<file path="src/rtl/risc_pkg.sv">
// Shared constants and state encoding for the instruction-memory program loader.
// The optional checksum trailer is controlled by the LOADER_CHECKSUM_EN macro.
package risc_pkg;

    localparam int ADDR_W     = 6;
    localparam int WORD_W     = 24;
    localparam int BYTE_W     = 8;
    localparam int LEN_W      = ADDR_W + 1;
    localparam int IMEM_DEPTH = 1 << ADDR_W;

    localparam logic [LEN_W-1:0] MAX_LEN = LEN_W'(IMEM_DEPTH);

    typedef enum logic [2:0] {
        ST_IDLE  = 3'd0,
        ST_RECV  = 3'd1,
        ST_WRITE = 3'd2,
        ST_CHECK = 3'd3,
        ST_DONE  = 3'd4
    } loader_state_t;

    function automatic logic len_is_legal(input logic [LEN_W-1:0] len);
        return (len != '0) && (len <= MAX_LEN);
    endfunction

endpackage

</file>
<file path="src/rtl/loader_byte_packer.sv">
// Packs three accepted stream bytes, big-endian, into one instruction word.
// o_word is only meaningful in the cycle o_word_ready is high.
module loader_byte_packer
    import risc_pkg::*;
(
    input  logic              i_clk,
    input  logic              i_rst_n,
    input  logic              i_clr,
    input  logic              i_accept,
    input  logic [BYTE_W-1:0] i_byte,
    output logic [WORD_W-1:0] o_word,
    output logic              o_word_ready
);

    logic [1:0]               r_cnt;
    // Only the first two bytes need storing; the third is taken live from i_byte.
    logic [WORD_W-BYTE_W-1:0] r_shift;

    always_ff @(posedge i_clk or negedge i_rst_n) begin
        if (!i_rst_n) begin
            r_cnt   <= 2'd0;
            r_shift <= '0;
        end else if (i_clr) begin
            r_cnt   <= 2'd0;
        end else if (i_accept) begin
            r_cnt   <= (r_cnt == 2'd2) ? 2'd0 : r_cnt + 2'd1;
            r_shift <= {r_shift[WORD_W-2*BYTE_W-1:0], i_byte};
        end
    end

    assign o_word       = {r_shift, i_byte};
    assign o_word_ready = i_accept && (r_cnt == 2'd2);

endmodule

</file>
<file path="src/rtl/program_loader.sv">
// Streams a program into instruction memory and holds the core in reset until
// a complete, clean load. Optional checksum trailer: define LOADER_CHECKSUM_EN.
module program_loader
    import risc_pkg::*;
(
    input  logic              i_clk,
    input  logic              i_rst_n,
    input  logic              i_start,
    input  logic [LEN_W-1:0]  i_len,
    input  logic              i_byte_valid,
    input  logic [BYTE_W-1:0] i_byte_data,
    output logic              o_byte_ready,
    output logic              o_imem_wr,
    output logic [ADDR_W-1:0] o_imem_addr,
    output logic [WORD_W-1:0] o_imem_data,
    output logic              o_cpu_reset,
    output logic              o_busy,
    output logic              o_done,
    output logic              o_err
);

    loader_state_t     r_state, w_state_next;
    logic [LEN_W-1:0]  r_len, w_len_next;
    logic              r_byte_ready, w_byte_ready_next;
    logic              r_imem_wr, w_imem_wr_next;
    logic [ADDR_W-1:0] r_imem_addr, w_imem_addr_next;
    logic [WORD_W-1:0] r_imem_data, w_imem_data_next;
    logic              r_cpu_reset, w_cpu_reset_next;
    logic              r_busy, w_busy_next;
    logic              r_done, w_done_next;
    logic              r_err, w_err_next;

    logic              w_accept;
    logic              w_pack_accept;
    logic              w_clr;
    logic [WORD_W-1:0] w_word;
    logic              w_word_ready;
    logic              w_last_word;

    // READY is high in both RECV and CHECK; only RECV bytes are payload.
    assign w_accept      = i_byte_valid && r_byte_ready;
    assign w_pack_accept = w_accept && (r_state == ST_RECV);
    assign w_last_word   = (({1'b0, r_imem_addr} + LEN_W'(1)) == r_len);

`ifdef LOADER_CHECKSUM_EN
    logic [BYTE_W-1:0] r_sum, w_sum_next;
`endif

    loader_byte_packer u_packer (
        .i_clk        (i_clk),
        .i_rst_n      (i_rst_n),
        .i_clr        (w_clr),
        .i_accept     (w_pack_accept),
        .i_byte       (i_byte_data),
        .o_word       (w_word),
        .o_word_ready (w_word_ready)
    );

    always_ff @(posedge i_clk or negedge i_rst_n) begin
        if (!i_rst_n) begin
            r_state      <= ST_IDLE;
            r_len        <= '0;
            r_byte_ready <= 1'b0;
            r_imem_wr    <= 1'b0;
            r_imem_addr  <= '0;
            r_imem_data  <= '0;
            r_cpu_reset  <= 1'b1;
            r_busy       <= 1'b0;
            r_done       <= 1'b0;
            r_err        <= 1'b0;
        end else begin
            r_state      <= w_state_next;
            r_len        <= w_len_next;
            r_byte_ready <= w_byte_ready_next;
            r_imem_wr    <= w_imem_wr_next;
            r_imem_addr  <= w_imem_addr_next;
            r_imem_data  <= w_imem_data_next;
            r_cpu_reset  <= w_cpu_reset_next;
            r_busy       <= w_busy_next;
            r_done       <= w_done_next;
            r_err        <= w_err_next;
        end
    end

`ifdef LOADER_CHECKSUM_EN
    always_ff @(posedge i_clk or negedge i_rst_n) begin
        if (!i_rst_n) r_sum <= '0;
        else          r_sum <= w_sum_next;
    end
`endif

    always_comb begin
        w_state_next      = r_state;
        w_len_next        = r_len;
        w_byte_ready_next = 1'b0;
        w_imem_wr_next    = 1'b0;
        w_imem_addr_next  = r_imem_addr;
        w_imem_data_next  = r_imem_data;
        w_cpu_reset_next  = r_cpu_reset;
        w_busy_next       = r_busy;
        w_done_next       = r_done;
        w_err_next        = r_err;
        w_clr             = 1'b0;
`ifdef LOADER_CHECKSUM_EN
        w_sum_next        = r_sum;
`endif

        case (r_state)
            ST_IDLE, ST_DONE: begin
                if (i_start) begin
                    if (len_is_legal(i_len)) begin
                        w_state_next      = ST_RECV;
                        w_len_next        = i_len;
                        w_imem_addr_next  = '0;
                        w_byte_ready_next = 1'b1;
                        w_cpu_reset_next  = 1'b1;
                        w_busy_next       = 1'b1;
                        w_done_next       = 1'b0;
                        w_err_next        = 1'b0;
                        w_clr             = 1'b1;
`ifdef LOADER_CHECKSUM_EN
                        w_sum_next        = '0;
`endif
                    end else begin
                        w_state_next     = ST_DONE;
                        w_cpu_reset_next = 1'b1;
                        w_busy_next      = 1'b0;
                        w_done_next      = 1'b1;
                        w_err_next       = 1'b1;
                    end
                end
            end

            ST_RECV: begin
`ifdef LOADER_CHECKSUM_EN
                if (w_pack_accept) w_sum_next = r_sum + i_byte_data;
`endif
                if (w_word_ready) begin
                    w_state_next     = ST_WRITE;
                    w_imem_wr_next   = 1'b1;
                    w_imem_data_next = w_word;
                end else begin
                    w_byte_ready_next = 1'b1;
                end
            end

            ST_WRITE: begin
                // Address only advances when another word follows, so it never wraps.
                if (w_last_word) begin
`ifdef LOADER_CHECKSUM_EN
                    w_state_next      = ST_CHECK;
                    w_byte_ready_next = 1'b1;
`else
                    w_state_next     = ST_DONE;
                    w_cpu_reset_next = 1'b0;
                    w_busy_next      = 1'b0;
                    w_done_next      = 1'b1;
                    w_err_next       = 1'b0;
`endif
                end else begin
                    w_state_next      = ST_RECV;
                    w_imem_addr_next  = r_imem_addr + ADDR_W'(1);
                    w_byte_ready_next = 1'b1;
                end
            end

`ifdef LOADER_CHECKSUM_EN
            ST_CHECK: begin
                if (w_accept) begin
                    w_state_next     = ST_DONE;
                    w_busy_next      = 1'b0;
                    w_done_next      = 1'b1;
                    w_err_next       = (i_byte_data != r_sum);
                    w_cpu_reset_next = (i_byte_data != r_sum);
                end else begin
                    w_byte_ready_next = 1'b1;
                end
            end
`endif

            default: begin
                w_state_next = ST_IDLE;
            end
        endcase
    end

    assign o_byte_ready = r_byte_ready;
    assign o_imem_wr    = r_imem_wr;
    assign o_imem_addr  = r_imem_addr;
    assign o_imem_data  = r_imem_data;
    assign o_cpu_reset  = r_cpu_reset;
    assign o_busy       = r_busy;
    assign o_done       = r_done;
    assign o_err        = r_err;

endmodule
</file>
<file path="config.mk">
export PLATFORM = sky130hd
export DESIGN_NAME = program_loader
export DESIGN_NICKNAME = d
export VERILOG_FILES = /design/src/rtl/risc_pkg.sv /design/src/rtl/loader_byte_packer.sv /design/src/rtl/program_loader.sv
export SDC_FILE = /design/constraint.sdc
export NUM_CORES = 1
export LEC_CHECK = 0
export ABC_AREA = 1
export BUFFER_PORTS_ARGS = -buffer_cell sky130_fd_sc_hd__buf_2
export CELL_PAD_IN_SITES_DETAIL_PLACEMENT = 2
export CELL_PAD_IN_SITES_GLOBAL_PLACEMENT = 2
export CORE_MARGIN = 1.5
export CORE_UTILIZATION = 27
export CTS_CLUSTER_SIZE = 16
export DETAILED_ROUTE_END_ITERATION = 7
export MAX_ROUTING_LAYER = met4
export PLACE_DENSITY = 0.78
export SLEW_MARGIN = 10
export SYNTH_ARGS = -nofsm -noshare
export SYNTH_HDL_FRONTEND = slang
export SYNTH_SLANG_ARGS = --single-unit
</file>
<file path="constraint.sdc">
create_clock -name i_clk -period 4.8 [get_ports i_clk]
set_input_delay 1.44 -clock i_clk [delete_from_list [all_inputs] [get_ports i_clk]]
set_output_delay 1.44 -clock i_clk [all_outputs]
set_load 0.1 [all_outputs]
</file>
==> flow_metrics.py <==
metrics = {
    "clock_network": {
        "clock_path_buffers": 2,
        "cts_resized": 0,
        "path_clk_slew_ns": 0.08,
        "cts_root_buf": "clkbuf_8",
        "post_cts_buffers": 0,
        "cts_buffers": 9,
        "cts_max_level": 3,
        "cts_tree": "yes",
        "ctsHoldBuffers": 0,
        "clock_sinks": 64,
        "clk_latency_ns": 0.34,
    },
    "global_route": {
        "antenna_found_initial": 0,
        "first_global_vias": 2659,
        "grt-ovfl-total": 0,
        "grt_pass1_wl_um": 13400,
        "grt_start_max_net_pins": 42,
        "grtUsageTotal_pct": 15.6,
    },
    "placement": {
        "gp_congestion": 0.813,
        "numPortBuffers": 54,
        "dp_hpwl_um": 5700,
        "dpl_cell_area_sq_um": 3290,
    },
    "synth": {
        "synth_common_cells": "nand2_1, dfrtp_1, inv_1",
        "synth_edf_count": 0,
        "async_reset_ff_share_pct": 100,
        "yosys.area_share.simple_pct": 25.6,
        "synthAdderAreaFrac_pct": 0.428,
        "synth-compound-area-share_pct": 10.6,
        "yosysTopAreaCell": "dfrtp_1",
        "avgSynthCellArea_sq_um": 8.91,
        "syn_inst": 328,
        "ys_seq_area_share_pct": 54.8,
        "synth_area_sq_um": 2920,
        "ys_seq_elements": 64,
        "yosys_warnings": 0,
        "yosysUniqueCellTypes": 29,
        "synth_top_family_by_area": "simple AND/OR/NAND/NOR gates",
        "synth_xor_area_share_pct": 0.599,
        "synth_nets": 348,
        "ys_top_cells_by_area": "dfrtp_1, nand2_1, o21ai_2",
        "ys.flop_type": "dfrtp_1",
        "synth_top_area_share_pct": 53.9,
        "synth.most_common_cell": "nand2_1",
        "synth_mux_area_share_pct": 0,
    },
    "run_status": {
        "status": "completed",
    },
    "min_path": {
        "min_to": "o_imem_data[20]$_DFFE_PN0P_",
        "min_path_type": "flop to flop",
        "holdPathStages": 2,
        "min_from": "o_imem_data[20]$_DFFE_PN0P_",
    },
    "worst_setup_path": {
        "r2r_cells": 7,
        "cp.arrival_ns": 3.12,
        "worstSetupPathType": "input pin to flop",
        "cp_slowest_cell": "nor2_1",
        "crit_fanout": 14,
        "r2r-end": "o_imem_data[9]$_DFFE_PN0P_",
        "start_kind": "input pin",
        "crit_chain": "buf_2 > nor2_1 > nand3_1 > xor2_1 > inv_1 > nor2_1 > inv_1 > nand2_1 > nand2_1",
        "rr_startpoint": "r_state[2]$_DFFE_PN0P_",
        "cpLargestDelayFamily": "simple AND/OR/NAND/NOR gates",
        "cp_slowest_stage_delay_ns": 0.62,
        "end_kind": "flop",
        "cp.required_ns": 5.03,
        "r2r_setup_slack_ns": 2.43,
        "crit_buf_inv": 3,
    },
    "detailed_routing": {
        "drc": 0,
        "routedWlPerCell_um": 15.1,
        "wl_um": 7920,
        "vias": 2422,
        "ant_nets": 0,
        "drt_iter0_markers": 83,
        "vias_per_cell": 4.61,
        "first_pass_iters": 4,
    },
    "timing": {
        "slew_headroom_pct": 45.3,
        "grt_setup_unrepaired": "false",
        "fmax_mhz": 346,
        "finalCritPeriodShare_pct": 60.3,
        "slew_violations": 0,
        "tightest_slew_ns": 0.819,
        "fin_skew_ns": 0.0119,
        "hold_viol_final": 0,
        "setup-tns-final_ns": 0,
        "post-route-min-period_ns": 2.89,
        "setup_viol": 0,
        "hold_slack_ns": 0.471,
    },
    "floorplanning": {
        "die_y_um": 107,
        "die-area_sq_um": 11500,
        "core-area_sq_um": 10400,
        "die_x_um": 107,
        "rows": 37,
        "io_pins": 55,
        "initial_core_util_pct": 28.1,
    },
    "power": {
        "power.internal_mw": 1.29,
        "p_switching_mw": 1.51,
        "p_clk_share_pct": 19.0,
        "power_mw": 2.79,
        "comb_power_share_pct": 49.2,
        "seq_power_share_pct": 31.8,
        "powerDensity_nw_per_um2": 794,
        "swShare_pct": 53.9,
        "vdd_drop_max_mv": 0.411,
        "cellLeakagePower_nw": 1.82,
    },
    "cells_and_area": {
        "antennaDiodeCount": 0,
        "final_util_pct": 33.8,
        "area_growth_pct": 20.4,
        "fillers": 1188,
        "drive_gt1_share_pct": 27.8,
        "nNetsFinal": 404,
        "postLayoutCellArea_sq_um": 3520,
    },
    "flow_run": {
        "maxCapViolCount": 0,
    },
}
worst max path at each step:
stage | depth (start not counted) | start | slack, ns | to
2_1_floorplan | 0 | o_imem_addr[2]$_DFFE_PN0P_ | 2.35 | o_imem_addr[2]
3_3_place_gp | 7 | i_byte_valid | 1.59 | o_imem_data[14]$_DFFE_PN0P_
3_5_place_dp | 9 | i_len[3] | 1.50 | r_len[0]$_DFFE_PN0P_
4_1_cts | 9 | i_len[3] | 1.86 | r_len[0]$_DFFE_PN0P_
5_1_grt | 9 | i_len[3] | 1.65 | r_len[0]$_DFFE_PN0P_
6_report | 9 | i_len[3] | 1.91 | r_len[0]$_DFFE_PN0P_
power by group through the flow:
stage               Sequential [mW]  Combinational (mW)  Clock, mW
floorplan                      1.60               0.411          0
global placement              0.886                1.35          0
detailed placement            0.900                1.39          0
CTS                           0.895                1.39      0.551
global route                  0.919                1.48      0.574
finish                        0.889                1.37      0.531
kinds of logic (layout without fill, tap and decap cells):
| kind of cell | Yosys count | count (layout) |
|---|---|---|
| DFF | 64 | 64 |
| and+or+nand+nor | 163 | 163 |
| buffers and inverters | 50 | 111 |
| xor gates and xnor gates | 2 | 2 |
| adders and majority gates | 1 | 1 |
| AOI/OAI and AO/OA | 48 | 48 |
sequential cells by signal, summed over array words and instances (netlist names):
register and flops:
u_packer.r_cnt 2, o_imem_wr 1, o_imem_data 24, r_len 7
o_done 1, o_err 1, u_packer.r_shift 16, o_cpu_reset 1
o_imem_addr 6, r_state 3, o_byte_ready 1, o_busy 1
through the flow:
step | cells | setup WS, ns
after global routing | 525 | 1.65
after floorplan | 328 | 2.35
after global placement | 509 | 1.59
after CTS | 525 | 1.86
final | 525 | 1.91
after detailed placement | 509 | 1.50
worst register-to-register path: stages, from the launching register on:
cell and delay, ns:
dfrtp_1 0.43, nor3_2 0.24, nand3_1 0.10, buf_4 0.25
nor3_4 0.47, inv_2 0.48, nand2_1 0.22, o21ai_2 0.06
metal layers:
layer	GRT usage, %	share of wire, %
met1	18.0	43
met3	3.89	3.3
met2	26.6	52
met5	-	0
met4	4.86	1.5
layout make-up:
type                    count  area [sq um]  area share [%]
repair buffers             56           285            8.11
multi-input cells         214          1090            30.9
flip-flops and latches     64          1600            45.5
well taps                 136           170            4.83
clock buffers               9           124            3.52
clock inverters             7           103            2.92
inverters                  39           146            4.16
placed cells by master (no fill, tap or decap), types with 8 or more instances in the layout:
| master | n |
|---|---|
| clkbuf_8 | 9 |
| nand3_1 | 14 |
| buf_2 | 54 |
| o21ai_2 | 17 |
| inv_1 | 35 |
| nor2_1 | 13 |
| o21ai_0 | 24 |
| nand2_1 | 112 |
| nand4_1 | 8 |
| dfrtp_1 | 63 |
Power figures use the tool's default switching activity.
